File: src/rtl/lc3_mem_arb_pkg.sv
// Shared types and default widths for the LC3 unified-memory arbiter.
package lc3_mem_arb_pkg;

  localparam int ARB_ADDR_W          = 16;
  localparam int ARB_DATA_W          = 16;
  localparam int ARB_MEM_LAT         = 1;
  localparam int ARB_MAX_DATA_STREAK = 4;

  typedef enum logic {
    ARB_IDLE    = 1'b0,
    ARB_RD_WAIT = 1'b1
  } arb_state_t;

  typedef enum logic {
    OWN_FETCH = 1'b0,
    OWN_DATA  = 1'b1
  } arb_owner_t;

endpackage

File: src/rtl/lc3_arb_streak_ctr.sv
// Counts consecutive data grants that fetch has had to sit through.
// starve goes high once fetch has waited MAX_DATA_STREAK data grants,
// which flips the arbiter's priority to fetch for one grant.
module lc3_arb_streak_ctr #(
  parameter int MAX_DATA_STREAK = 4
) (
  input  logic clock,
  input  logic reset,
  input  logic data_gnt,
  input  logic fetch_gnt,
  input  logic instr_req,
  output logic starve
);

  localparam int CW = $clog2(MAX_DATA_STREAK + 1);

  logic [CW-1:0] streak;

  // Saturating increment while fetch is waiting; clear on fetch grant or
  // on a data grant that nobody was waiting behind.
  always_ff @(posedge clock) begin
    if (reset) begin
      streak <= '0;
    end else if (fetch_gnt) begin
      streak <= '0;
    end else if (data_gnt) begin
      if (!instr_req) begin
        streak <= '0;
      end else if (streak != CW'(MAX_DATA_STREAK)) begin
        streak <= streak + CW'(1);
      end
    end
  end

  assign starve = (streak == CW'(MAX_DATA_STREAK));

endmodule

File: src/rtl/lc3_mem_arbiter.sv
// Arbitrates the single-port unified LC3 memory between fetch (reads) and
// memaccess (reads/writes). One access in flight at a time; read data comes
// back MEM_LAT cycles after the grant and is passed straight through.
//
// Handshake: a requester holds req (and its address/data) until it sees gnt
// in the same cycle; gnt means the access was issued to memory that cycle.
// rvalid pulses for exactly one cycle per granted read; writes never respond.
module lc3_mem_arbiter
  import lc3_mem_arb_pkg::*;
#(
  parameter int ADDR_W          = ARB_ADDR_W,
  parameter int DATA_W          = ARB_DATA_W,
  parameter int MEM_LAT         = ARB_MEM_LAT,
  parameter int MAX_DATA_STREAK = ARB_MAX_DATA_STREAK
) (
  input  logic              clock,
  input  logic              reset,
  input  logic              instr_req,
  input  logic [ADDR_W-1:0] instr_addr,
  output logic              instr_gnt,
  output logic              instr_rvalid,
  output logic [DATA_W-1:0] instr_rdata,
  input  logic              data_req,
  input  logic              data_we,
  input  logic [ADDR_W-1:0] data_addr,
  input  logic [DATA_W-1:0] data_wdata,
  output logic              data_gnt,
  output logic              data_rvalid,
  output logic [DATA_W-1:0] data_rdata,
  output logic              mem_en,
  output logic              mem_we,
  output logic [ADDR_W-1:0] mem_addr,
  output logic [DATA_W-1:0] mem_wdata,
  input  logic [DATA_W-1:0] mem_rdata,
  output arb_state_t        dbg_state
);

  localparam int LW = $clog2(MEM_LAT + 1);

  arb_state_t    state;
  arb_owner_t    owner;
  logic [LW-1:0] lat_cnt;
  logic          rst_q;
  logic          starve;
  logic          resp;
  logic          can_grant;
  logic          gnt_d;
  logic          gnt_f;

  // Response cycle: last count of an in-flight read. Suppressed during reset
  // so an interrupted read never produces rvalid.
  assign resp = !reset && (state == ARB_RD_WAIT) && (lat_cnt == LW'(1));

  // rst_q holds off grants for the cycle after reset so all outputs stay 0.
  assign can_grant = !reset && !rst_q && ((state == ARB_IDLE) || resp);
  assign gnt_d     = can_grant && data_req && (!instr_req || !starve);
  assign gnt_f     = can_grant && instr_req && !gnt_d;

  assign instr_gnt = gnt_f;
  assign data_gnt  = gnt_d;

  assign instr_rvalid = resp && (owner == OWN_FETCH);
  assign data_rvalid  = resp && (owner == OWN_DATA);
  assign instr_rdata  = instr_rvalid ? mem_rdata : '0;
  assign data_rdata   = data_rvalid  ? mem_rdata : '0;

  assign dbg_state = state;

  // Drive the memory port from whichever requester won this cycle.
  always_comb begin
    mem_en    = 1'b0;
    mem_we    = 1'b0;
    mem_addr  = '0;
    mem_wdata = '0;
    if (gnt_d) begin
      mem_en    = 1'b1;
      mem_we    = data_we;
      mem_addr  = data_addr;
      mem_wdata = data_wdata;
    end else if (gnt_f) begin
      mem_en   = 1'b1;
      mem_addr = instr_addr;
    end
  end

  // Arbiter FSM: record owner on grant, count down read latency.
  always_ff @(posedge clock) begin
    rst_q <= reset;
    if (reset) begin
      state   <= ARB_IDLE;
      owner   <= OWN_FETCH;
      lat_cnt <= '0;
    end else if (gnt_d || gnt_f) begin
      owner <= gnt_d ? OWN_DATA : OWN_FETCH;
      if (gnt_f || !data_we) begin
        state   <= ARB_RD_WAIT;
        lat_cnt <= LW'(MEM_LAT);
      end else begin
        state   <= ARB_IDLE;
        lat_cnt <= '0;
      end
    end else if (state == ARB_RD_WAIT) begin
      if (resp) begin
        state   <= ARB_IDLE;
        lat_cnt <= '0;
      end else begin
        lat_cnt <= lat_cnt - LW'(1);
      end
    end
  end

  lc3_arb_streak_ctr #(
    .MAX_DATA_STREAK(MAX_DATA_STREAK)
  ) u_streak (
    .clock    (clock),
    .reset    (reset),
    .data_gnt (gnt_d),
    .fetch_gnt(gnt_f),
    .instr_req(instr_req),
    .starve   (starve)
  );

endmodule

File: config.mk
export PLATFORM = sky130hd
export DESIGN_NAME = lc3_mem_arbiter
export DESIGN_NICKNAME = d
export VERILOG_FILES = /design/src/rtl/lc3_mem_arb_pkg.sv /design/src/rtl/lc3_arb_streak_ctr.sv /design/src/rtl/lc3_mem_arbiter.sv
export SDC_FILE = /design/constraint.sdc
export NUM_CORES = 1
export LEC_CHECK = 0
export CORE_UTILIZATION = 23
export DETAILED_ROUTE_END_ITERATION = 12
export PLACE_DENSITY = 0.91
export SYNTH_ARGS = -nofsm -noshare
export SYNTH_HDL_FRONTEND = slang
export SYNTH_SLANG_ARGS = --single-unit
File: constraint.sdc
create_clock -name clock -period 2.1 [get_ports clock]
set_input_delay 0.315 -clock clock [delete_from_list [all_inputs] [get_ports clock]]
set_output_delay 0.315 -clock clock [all_outputs]
set_load 0.005 [all_outputs]
Word-level counts from Yosys, hierarchy flattened
Cells that the tools add are included.
{"block": "totals", "reg_bits": 7, "output_inout_bits": 71, "word_cells": 53}
{"block": "op_classes", "addsub": 2, "n_eq_ne": 3, "muxes": 18, "bitwise_logic": 2, "n_reduce_logical": 23}
{"op": "$mux 16", "count": 5}
{"op": "$mux 1", "count": 11}
{"op": "$logic_and 1x1->1", "count": 10}
{"op": "$logic_not 1->1", "count": 6}
{"op": "$mux 3", "count": 2}
{"op": "$logic_or 1x1->1", "count": 4}
{"op": "$add 3x1->3 const B", "count": 1}
{"op": "$eq 3x3->1 const B", "count": 1}
{"op": "$ne 3x3->1 const B", "count": 1}
{"op": "$ne 2x1->1 const B", "count": 1}
{"op": "$not 1->1", "count": 2}
{"op": "$reduce_and 2->1", "count": 1}
{"op": "$reduce_bool 2->1", "count": 1}
{"op": "$reduce_or 2->1", "count": 1}
{"op": "$sub 1x1->1 const B", "count": 1}

Logic depth before layout (Yosys ltp)
Gate-level depths: netlist of run 1.
{"block": "depth", "word_depth": 12, "mapped_depth": 7, "mapped_depth_nobuf": 5}

Modules after synthesis
A second synthesis of run 1 with hierarchy kept.
{"block": "hier_totals", "hier_cells": 156, "area_unflattened_um2": 998.5}
{"mod": "lc3_mem_arbiter", "instances": 1, "cells_per_inst": 135, "area_each_um2": 824.5, "seq_area_each_um2": 80.1}
{"mod": "lc3_arb_streak_ctr", "instances": 1, "cells_per_inst": 21, "area_each_um2": 173.9, "seq_area_each_um2": 60.1}

Worst setup path after synthesis of run 1
Ideal clock, no wire load.
{"block": "synth_timing", "kind": "register to output", "from": "reg u_streak.streak[0]", "to": "out mem_addr[10]", "arrival_ns": 1.484, "required_ns": 1.785, "slack_ns": 0.301, "stages_incl_launch_ff": 7, "path_cell_list": "dfxtp_1 inv_1 ha_1 nand2_1 a2111oi_4 buf_6 a22o_1"}
{"block": "synth_between", "elab_chain_cells": 8}
{"element": "start, declared", "line": "lc3_arb_streak_ctr.sv:17", "source": "logic [CW-1:0] streak;"}
{"element": "start signal, assigned", "line": "lc3_arb_streak_ctr.sv:30", "source": "streak <= streak + CW'(1);"}
{"element": "$eq 3x3->1", "line": "lc3_arb_streak_ctr.sv:35", "source": "assign starve = (streak == CW'(MAX_DATA_STREAK));"}
{"element": "$logic_not 1->1", "line": "lc3_mem_arbiter.sv:56", "source": "assign gnt_d = can_grant && data_req && (!instr_req || !starve);"}
{"element": "$logic_or 1x1->1", "line": "lc3_mem_arbiter.sv:56"}
{"element": "$logic_and 1x1->1", "line": "lc3_mem_arbiter.sv:56"}
{"element": "$logic_not 1->1", "line": "lc3_mem_arbiter.sv:57", "source": "assign gnt_f = can_grant && instr_req && !gnt_d;"}
{"element": "$logic_and 1x1->1", "line": "lc3_mem_arbiter.sv:57"}
{"element": "named net instr_gnt", "line": "lc3_mem_arbiter.sv:20", "source": "output logic instr_gnt,"}
{"element": "$mux 16", "line": "lc3_mem_arbiter.sv:80", "source": "end else if (gnt_f) begin"}
{"element": "$mux 16", "line": "lc3_mem_arbiter.sv:75", "source": "if (gnt_d) begin"}
{"element": "end, declared", "line": "lc3_mem_arbiter.sv:32", "source": "output logic [ADDR_W-1:0] mem_addr,"}
The timed path passes the listed nets, and every way through them passes these cells.

Worst setup path after layout of run 1
{"block": "layout_timing", "from": "reg u_streak.streak[1]", "to": "out mem_addr[6]"}
{"block": "layout_between", "elab_chain_cells": 8}
{"element": "$eq 3x3->1 *", "line": "lc3_arb_streak_ctr.sv:35"}
{"element": "$logic_not 1->1 *", "line": "lc3_mem_arbiter.sv:56"}
{"element": "$logic_or 1x1->1 *", "line": "lc3_mem_arbiter.sv:56"}
{"element": "$logic_and 1x1->1 *", "line": "lc3_mem_arbiter.sv:56"}
{"element": "$logic_not 1->1", "line": "lc3_mem_arbiter.sv:57"}
{"element": "$logic_and 1x1->1", "line": "lc3_mem_arbiter.sv:57"}
{"element": "$mux 16", "line": "lc3_mem_arbiter.sv:80"}
{"element": "$mux 16 *", "line": "lc3_mem_arbiter.sv:75"}
Every way passes the cells marked *; elsewhere a longest branch is shown, timed or not.

==> results.py, run 1 <==
metrics = {
    "floorplanning": {
        "dieHeight_um": 64.5,
        "boundaryPins": 140,
        "chipWidth_um": 64.5,
        "placeableCoreArea_sq_um": 3690,
        "rows": 22,
        "starting_density_of_the_core": 0.243,
        "design.die.area_sq_um": 4150,
    },
    "timing": {
        "timing.hold.ws_ns": 0.547,
        "finalWorstSetupSlack_ns": -0.0939,
        "finalClockSkew_ns": 0.00316,
        "finalCriticalPeriod_ns": 2.19,
        "timing_max_transition_violations_final": 0,
        "grt_setup_unrepaired": "true",
        "fmaxAchievable_mhz": 456,
        "hold_viol_final": 0,
        "max_slew_margin": 0.680,
        "final_cycle_utilization_of_the_critical_path": 1.04,
        "timing_worst_slew_pin_value_ns": 0.468,
        "final_tns_setup_ns": -0.500,
        "finalSetupViolCount": 9,
    },
    "placed_design": {
        "post-place-cells": 310,
        "portBuffers": 139,
        "place_congestion": 0.864,
        "place.detailed.hpwl_mm": 3.55,
    },
    "clock_tree": {
        "clock_tree.htree_level_count": 1,
        "clk_transition_reported_paths_ns": 0.04,
        "tritoncts": "yes",
        "cts_num_sinks": 7,
        "cts-root-to-sink-buffers": 2,
        "ctsRootBufferMaster": "sky130_fd_sc_hd__clkbuf_8",
        "clkLatencyLatePin_ns": 0.23,
        "cts-buffers-inserted": 3,
    },
    "setup_path": {
        "worstPathMaxFanout": 3,
        "crit_required_ns": 1.78,
        "worst-endpoint-arrival_ns": 1.88,
        "path_buf_inv": 5,
        "crit_path_frequent_cell": "sky130_fd_sc_hd__buf_6",
        "path_cells": "inv_2, ha_4, nand2_4, a2111oi_4, clkbuf_16, buf_6, buf_6, a22o_1, buf_2",
        "worst-setup-path-type": "flop to output port",
        "max_stage_delay_ns": 0.43,
        "start_kind": "flop",
        "timing.reg2reg.worst_path_depth": 9,
        "worst-path-stages": 9,
        "critPathSlowestCell": "sky130_fd_sc_hd__a2111oi_4",
        "timing.critical_path.max_delay_family": "buffers and inverters",
        "timing.critical_path.to_type": "output port",
    },
    "cells_and_area": {
        "num-nets-final": 359,
        "fin_cells": 335,
        "antennaDiodeCount": 0,
        "area_delta_synth_final_pct": 207,
        "proportion_of_layout_cells_with_a_drive_suffix_above_1": 0.300,
    },
    "power_and_ir_drop": {
        "max-vdd-ir-drop_uv": 209,
        "power.density_nw_per_um2": 238,
        "cellLeakagePower_nw": 1.52,
    },
    "min_path": {
        "hold_path.class": "input pin to flop",
        "worstHoldPathCells": 2,
    },
    "synth": {
        "ys.warnings.count": 0,
        "synthesis.area_per_instance_sq_um": 7.87,
        "synth_cell_type_count": 31,
        "synth.yosys.seq_area_share": 0.156,
        "synth_seq_cells": 7,
        "syn_area_sq_um": 897,
        "asyncSetResetFlopFracSynth": 0,
        "synth_edf_count": 0,
        "post-synth-top-area-fraction": 0.349,
        "postSynthNetCount": 185,
        "syn-instance-count": 114,
        "largest_cells_by_area_after_synthesis": "sky130_fd_sc_hd__and2_1, sky130_fd_sc_hd__dfxtp_1, sky130_fd_sc_hd__a22o_1, sky130_fd_sc_hd__a22o_2, sky130_fd_sc_hd__a2111oi_4",
        "synth_commonest_cells": "sky130_fd_sc_hd__and2_1, sky130_fd_sc_hd__a22o_1, sky130_fd_sc_hd__a22o_2, sky130_fd_sc_hd__dfxtp_1, sky130_fd_sc_hd__inv_1",
        "yosys.cell_count.top_type": "sky130_fd_sc_hd__and2_1",
        "synth_top_area_cell": "sky130_fd_sc_hd__and2_1",
        "ys_dominant_reg_cell": "sky130_fd_sc_hd__dfxtp_1",
    },
    "global_routing": {
        "gr-total-overflow": 0,
        "grt_pass1_wl_mm": 7.51,
        "grt_usage": 0.233,
        "first_global_vias": 1565,
        "grt_max_degree": 18,
        "grt_antenna_before_repair": 0,
    },
    "route": {
        "ratio_of_routed_vias_to_standard_cells": 4.73,
        "first_iter_violations": 81,
        "drcViolationCount": 0,
        "routed_wirelength_mm": 5.29,
        "routedWlPerCell_um": 15.8,
        "routed-via-count": 1585,
        "dr.pass1.iters": 4,
        "postRouteAntennaNets": 0,
    },
    "job": {
        "maxCapViolCount": 0,
    },
    "run_status": {
        "failed_checks": "setup timing",
        "status": "complete, but fails checks",
    },
}
[repair_timing]
| item | 4_1_cts | 5_1_grt |
|---|---|---|
| hold buffers | 0 | 0 |
| setup buffers | 9 | 8 |
| cloned | 4 | 3 |
| pin swaps | 3 | 5 |
| gates resized for setup | 116 | 55 |
| setup endpoints to repair | 70 | 57 |
[final cells by class]
cell class	instances	area (sq um)
multi-input cells	92	748
flip-flops and latches	7	145
fillers	281	932
inverters	7	26.3
well taps	48	60.1
repair buffers	177	1730
clock buffers	4	45.0
[metal layers]
| metal | routed length, um | global-route usage | part of all wire |
|---|---|---|---|
| met1 | 1870 | 0.252 | 0.35 |
| met2 | 2800 | 0.430 | 0.53 |
| met3 | 529 | 0.0722 | 0.10 |
| met4 | 97 | 0.0639 | 0.018 |
| met5 | 0 | 0 | 0 |
[flip-flops by register name, summed over array words and instances (netlist names)]
name             flops
dbg_state            1
u_streak.streak      3
rst_q                1
owner                1
lat_cnt              1
[kinds of logic after synthesis]
family / after synthesis / synth area share
xor gates and xnor gates: 1 / 0.00976
AOI/OAI and AO/OA: 26 / 0.283
adders and majority gates: 2 / 0.0279
buffers and inverters: 15 / 0.0920
DFF: 7 / 0.156
and+or+nand+nor: 63 / 0.431
[report_power, final]
part | internal, W | switching (W) | total [W]
Combinational | 0.000217 | 0.0000985 | 0.000316
Clock | 0.000131 | 0.0000589 | 0.000190
Sequential | 0.000142 | 0.00000805 | 0.000150
[cell usage in the layout (no fill, tap or decap), drive strengths merged]
master	instances
clkdlybuf4s50	77
and2	50
buf	49
a22o	16
dlymetal6s2s	15
dlygate4sd2	14
clkdlybuf4s15	13
clkbuf	13
inv	7
dfxtp	7
nand2	3
a221oi	2
a2111oi	2
ha	2
nor2	1
nand2b	1
o2111a	1
o211ai	1
nor2b	1
or2	1
nor3b	1
nor3	1
nand4	1
o22ai	1
nand3	1
a31o	1
xnor2	1
nand3b	1
a41oi	1
nor4	1
o32ai	1
[per-stage QoR]
step                      total power, W  cell area, sq um  setup WS, ns  utilization
final                           0.000657              2760       -0.0939        0.747
after global routing            0.000693              2760        -0.156        0.747
after CTS                       0.000645              2640       -0.0943        0.716
after detailed placement        0.000437              2440        -0.321        0.663
after global placement          0.000433              2440        -0.309        0.663
after floorplan                 0.000219               897         0.301            -
[final timing paths]
| kind | startpoint | endpoint | slack (ns) |
|---|---|---|---|
| hold / removal | reset | rst_q | 0.55 |
| hold reg to reg | u_streak.streak[0] | u_streak.streak[0] | 0.56 |
| setup reg to reg | u_streak.streak[1] | lat_cnt | 0.26 |
| setup / recovery | u_streak.streak[1] | mem_addr[6] | -0.09 |
Note: power is estimated with default switching activity, not from simulation.
==> inputs of run 2 (changes only) <==
Settings changed: CORE_UTILIZATION 23 to 20, PLACE_DENSITY 0.91 to 0.85.
Clock period 2.1 ns to 1.9 ns, I/O delays scaled along.
==> results.py, run 2 (synthesis results as in run 1) <==
metrics = {
    "run_status": {
        "failed_checks": "setup timing",
        "status": "complete, but fails checks",
    },
    "route": {
        "routed-via-count": 1603,
        "dr.pass1.iters": 4,
        "postRouteAntennaNets": 0,
        "ratio_of_routed_vias_to_standard_cells": 4.67,
        "routed_wirelength_mm": 5.47,
        "drcViolationCount": 0,
        "first_iter_violations": 26,
        "routedWlPerCell_um": 16.0,
    },
    "power_and_ir_drop": {
        "power.density_nw_per_um2": 268,
        "max-vdd-ir-drop_uv": 204,
        "cellLeakagePower_nw": 1.50,
    },
    "timing": {
        "max_slew_margin": 0.736,
        "timing_worst_slew_pin_value_ns": 0.386,
        "finalWorstSetupSlack_ns": -0.176,
        "finalCriticalPeriod_ns": 2.08,
        "grt_setup_unrepaired": "true",
        "finalClockSkew_ns": 0.00303,
        "final_cycle_utilization_of_the_critical_path": 1.09,
        "finalSetupViolCount": 34,
        "fmaxAchievable_mhz": 482,
        "timing_max_transition_violations_final": 0,
        "hold_viol_final": 0,
    },
    "setup_path": {
        "crit_required_ns": 1.62,
        "max_stage_delay_ns": 0.37,
        "worst-setup-path-type": "flop to output port",
        "path_buf_inv": 5,
        "worstPathMaxFanout": 3,
        "timing.critical_path.max_delay_family": "buffers and inverters",
        "start_kind": "flop",
        "crit_start": "u_streak.streak[1]",
        "timing.critical_path.to_type": "output port",
        "worst-endpoint-arrival_ns": 1.79,
        "critPathSlowestCell": "sky130_fd_sc_hd__a2111oi_4",
        "launching_point_of_the_worst_reg2reg_path": "u_streak.streak[1]",
        "path_cells": "inv_2, ha_4, nand2_4, a2111oi_4, buf_4, buf_12, buf_6, a22o_1, buf_2",
    },
    "placed_design": {
        "place.detailed.hpwl_mm": 3.58,
        "portBuffers": 139,
        "post-place-cells": 312,
        "place_congestion": 0.800,
        "preCtsSetupSlack_ns": -0.444,
    },
    "global_routing": {
        "grt_max_degree": 13,
        "grt_antenna_before_repair": 0,
        "grt_usage": 0.221,
        "grt_pass1_wl_mm": 7.52,
        "gr-total-overflow": 0,
        "first_global_vias": 1574,
    },
    "floorplanning": {
        "chipWidth_um": 69.0,
        "boundaryPins": 140,
        "rows": 23,
        "placeableCoreArea_sq_um": 4140,
        "design.die.area_sq_um": 4760,
        "dieHeight_um": 69.0,
        "starting_density_of_the_core": 0.216,
    },
    "clock_tree": {
        "cts-root-to-sink-buffers": 2,
        "clk_transition_reported_paths_ns": 0.04,
        "cts-buffers-inserted": 3,
        "clkLatencyLatePin_ns": 0.23,
        "ctsRootBufferMaster": "sky130_fd_sc_hd__clkbuf_8",
        "tritoncts": "yes",
        "cts_num_sinks": 7,
        "clock_tree.htree_level_count": 1,
    },
    "cells_and_area": {
        "largest_register_by_flop_count": "u_streak.streak",
        "proportion_of_layout_cells_with_a_drive_suffix_above_1": 0.413,
        "antennaDiodeCount": 0,
        "most-common-layout-cells": "sky130_fd_sc_hd__clkdlybuf4s50_1, sky130_fd_sc_hd__buf_6, sky130_fd_sc_hd__dlygate4sd2_1",
        "fin_cells": 343,
        "area_delta_synth_final_pct": 224,
        "num-nets-final": 365,
        "leading_cell_type_in_the_layout_fill_and_taps_excluded": "sky130_fd_sc_hd__clkdlybuf4s50_1",
        "largest_register_ff_count": 3,
    },
    "min_path": {
        "hold_path.class": "input pin to flop",
        "holdCritStartpoint": "reset",
    },
    "job": {
        "maxCapViolCount": 0,
    },
}
-- run 2: cell types whose count changed in the layout (fill, tap and decap cells not counted), sizes merged --
cell and change:
buf +29, clkdlybuf4s15 -13, dlymetal6s2s -13, clkdlybuf4s50 -11, dlygate4sd2 +22, clkbuf -8
-- run 2: cell type report --
cell class,count,area [sq um]
clock buffers,4,45.0
fillers,317,1230
inverters,7,26.3
multi-input cells,92,817
flip-flops and latches,7,144
well taps,50,62.6
repair buffers,183,1820
-- run 2: repair_timing --
item	CTS	global route
gates cloned	7	1
setup endpoints to repair	70	36
resized for setup	232	35
pin swaps	17	15
setup buffers	18	5
hold buffers	0	0
-- run 2: worst paths after layout --
| path | to | depth (start not counted) | slack, ns |
|---|---|---|---|
| hold reg to reg | owner | 1 | 0.59 |
| hold / removal | rst_q | 2 | 0.54 |
| setup reg to reg | lat_cnt | 10 | 0.07 |
| setup / recovery | mem_addr[12] | 9 | -0.18 |
-- run 2: metrics by stage --
step                      total power (W)  setup TNS [ns]  utilization  hold slack, ns  area, sq um
after floorplan                  0.000242               0            -           0.313          897
after detailed placement         0.000484          -24.90        0.591           0.491         2450
after global placement           0.000480          -23.96        0.591           0.494         2450
final                            0.000780           -2.93        0.702           0.544         2910
after CTS                        0.000756           -3.45        0.672           0.502         2780
after global routing             0.000827           -5.06        0.702           0.560         2910
-- run 2: metal layers --
layer	GRT usage	vias up	share of wire
li1	-	760	-
met5	0	-	0
met1	0.190	730	0.30
met2	0.462	105	0.55
met4	0.0944	0	0.023
met3	0.0576	8	0.13
-- run 2: worst reg2reg max path, cell delays in order (launching register included) --
cell and delay, ns:
sky130_fd_sc_hd__dfxtp_2 0.32, sky130_fd_sc_hd__inv_2 0.07, sky130_fd_sc_hd__ha_4 0.14, sky130_fd_sc_hd__nand2_4 0.06
sky130_fd_sc_hd__o2111a_2 0.28, sky130_fd_sc_hd__buf_6 0.12, sky130_fd_sc_hd__buf_6 0.12, sky130_fd_sc_hd__buf_6 0.12
sky130_fd_sc_hd__buf_6 0.12, sky130_fd_sc_hd__buf_4 0.14, sky130_fd_sc_hd__a221oi_1 0.26
-- run 2: report_power, final --
part           switching, W  internal (W)
sequential       0.00000841      0.000157
clock             0.0000708      0.000146
combinational      0.000121      0.000277
==> inputs of run 3 (changes only) <==
Settings changed: CORE_UTILIZATION 20 to 24, PLACE_DENSITY 0.85 to 0.94.
Clock period 1.9 ns to 2.6 ns, I/O delays scaled along.
==> results.py, run 3 (synthesis results as in run 1) <==
metrics = {
    "run_status": {
        "status": "complete, no violations",
    },
    "floorplanning": {
        "boundaryPins": 140,
        "design.die.area_sq_um": 3990,
        "rows": 21,
        "chipWidth_um": 63.1,
        "starting_density_of_the_core": 0.259,
        "dieHeight_um": 63.1,
        "placeableCoreArea_sq_um": 3470,
    },
    "route": {
        "dr.pass1.iters": 4,
        "ratio_of_routed_vias_to_standard_cells": 4.69,
        "first_iter_violations": 29,
        "drcViolationCount": 0,
        "routedWlPerCell_um": 14.4,
        "routed-via-count": 1448,
        "postRouteAntennaNets": 0,
        "routed_wirelength_mm": 4.45,
    },
    "timing": {
        "final_tns_setup_ns": 0,
        "fmaxAchievable_mhz": 400,
        "finalWorstSetupSlack_ns": 0.0978,
        "timing_max_transition_violations_final": 0,
        "finalSetupViolCount": 0,
        "hold_viol_final": 0,
        "timing_worst_slew_pin_value_ns": 0.481,
        "max_slew_margin": 0.671,
        "finalClockSkew_ns": 0.00371,
        "final_cycle_utilization_of_the_critical_path": 0.962,
        "finalCriticalPeriod_ns": 2.50,
    },
    "clock_tree": {
        "clkLatencyLatePin_ns": 0.23,
        "cts_num_sinks": 7,
        "cts-buffers-inserted": 3,
        "ctsRootBufferMaster": "sky130_fd_sc_hd__clkbuf_8",
        "clock_tree.htree_level_count": 1,
        "tritoncts": "yes",
        "cts-root-to-sink-buffers": 2,
        "clk_transition_reported_paths_ns": 0.04,
        "ctsHoldBuffers": 0,
    },
    "global_routing": {
        "grt_usage": 0.217,
        "gr-total-overflow": 0,
        "grt_max_degree": 23,
        "grt_pass1_wl_mm": 6.85,
        "first_global_vias": 1465,
        "grt_antenna_before_repair": 0,
    },
    "cells_and_area": {
        "proportion_of_layout_cells_with_a_drive_suffix_above_1": 0.118,
        "fin_area_sq_um": 2500,
        "num-nets-final": 335,
        "largest_register_by_flop_count": "u_streak.streak",
        "leading_cell_type_in_the_layout_fill_and_taps_excluded": "sky130_fd_sc_hd__clkdlybuf4s50_1",
        "area_delta_synth_final_pct": 178,
        "most-common-layout-cells": "sky130_fd_sc_hd__clkdlybuf4s50_1, sky130_fd_sc_hd__and2_1, sky130_fd_sc_hd__buf_4",
        "antennaDiodeCount": 0,
        "largest_register_ff_count": 3,
    },
    "placed_design": {
        "preCtsSetupSlack_ns": -0.00132,
        "place_congestion": 0.927,
        "portBuffers": 139,
        "placement.cell_area_sq_um": 2400,
        "place.detailed.hpwl_mm": 3.51,
    },
    "job": {
        "maxCapViolCount": 0,
    },
    "power_and_ir_drop": {
        "power.share.sequential": 0.238,
        "cell_internal_pwr_w": 0.000386,
        "power.switching_fraction": 0.233,
        "power_frac_clock": 0.308,
        "cellLeakagePower_nw": 1.01,
        "power.density_nw_per_um2": 201,
        "max-vdd-ir-drop_uv": 204,
        "power_frac_comb": 0.453,
        "power.switching_w": 0.000117,
    },
    "setup_path": {
        "crit_start": "u_streak.streak[1]",
        "crit_required_ns": 2.21,
        "launching_point_of_the_worst_reg2reg_path": "u_streak.streak[1]",
        "worst-setup-path-type": "flop to output port",
        "worst-endpoint-arrival_ns": 2.11,
        "timing.critical_path.to_type": "output port",
        "worstPathMaxFanout": 9,
        "start_kind": "flop",
    },
    "min_path": {
        "hold_path.class": "flop to flop",
        "holdCritStartpoint": "u_streak.streak[0]",
    },
}
-- run 3: changes by cell type in the layout (fill, tap and decap cells not counted), sizes merged --
cell | before | now
dlymetal6s2s | 2 | 4
clkdlybuf4s50 | 66 | 134
dlygate4sd2 | 36 | 1
buf | 78 | 13
-- run 3: path summary, 6_finish.rpt --
path	cells after the start	endpoint	slack, ns
max	8	mem_addr[3]	0.1
min	1	u_streak.streak[0]	0.48
max reg2reg	6	lat_cnt	1.10
min reg2reg	1	u_streak.streak[0]	0.48
-- run 3: per-layer routing --
metal | part of all wire | global-route usage
met1 | 0.39 | 0.233
met2 | 0.48 | 0.386
met3 | 0.10 | 0.0688
met4 | 0.024 | 0.0959
met5 | 0 | 0
-- run 3: power groups by stage --
| stage | Clock, W | Sequential [W] | Combinational (W) |
|---|---|---|---|
| finish | 0.000155 | 0.000120 | 0.000228 |
| global route | 0.000171 | 0.000121 | 0.000243 |
| CTS | 0.000161 | 0.000120 | 0.000226 |
| floorplan | 0 | 0.000120 | 0.0000566 |
| global placement | 0 | 0.000121 | 0.000221 |
| detailed placement | 0 | 0.000122 | 0.000224 |
-- run 3: cell type report --
| cell class | count | area, sq um |
|---|---|---|
| clock buffers | 4 | 45.0 |
| fillers | 293 | 971 |
| inverters | 7 | 26.3 |
| multi-input cells | 92 | 679 |
| flip-flops and latches | 7 | 141 |
| well taps | 46 | 57.6 |
| repair buffers | 153 | 1550 |
-- run 3: metrics by stage --
stage,power (W),hold WS (ns),utilization,cells
after floorplan,0.000177,0.418,-,114
after global placement,0.000342,0.488,0.691,302
after detailed placement,0.000346,0.502,0.691,302
after CTS,0.000506,0.508,0.704,306
after global routing,0.000536,0.494,0.720,309
final,0.000503,0.482,0.720,309
-- run 3: timing repair --
item	4_1_cts	5_1_grt
setup buffers	0	2
gates cloned	0	1
gates resized for setup	1	8
pin swaps	0	1
endpoints found under the setup margin	1	30
-- run 3: critical path, cell delays in order (launching register included) --
cell and delay [ns]:
sky130_fd_sc_hd__dfxtp_1 0.30, sky130_fd_sc_hd__inv_1 0.08, sky130_fd_sc_hd__ha_2 0.18, sky130_fd_sc_hd__nand2_2 0.09, sky130_fd_sc_hd__a2111oi_4 0.28, sky130_fd_sc_hd__buf_4 0.19, sky130_fd_sc_hd__clkbuf_16 0.15, sky130_fd_sc_hd__a22o_2 0.12
sky130_fd_sc_hd__clkdlybuf4s50_1 0.49
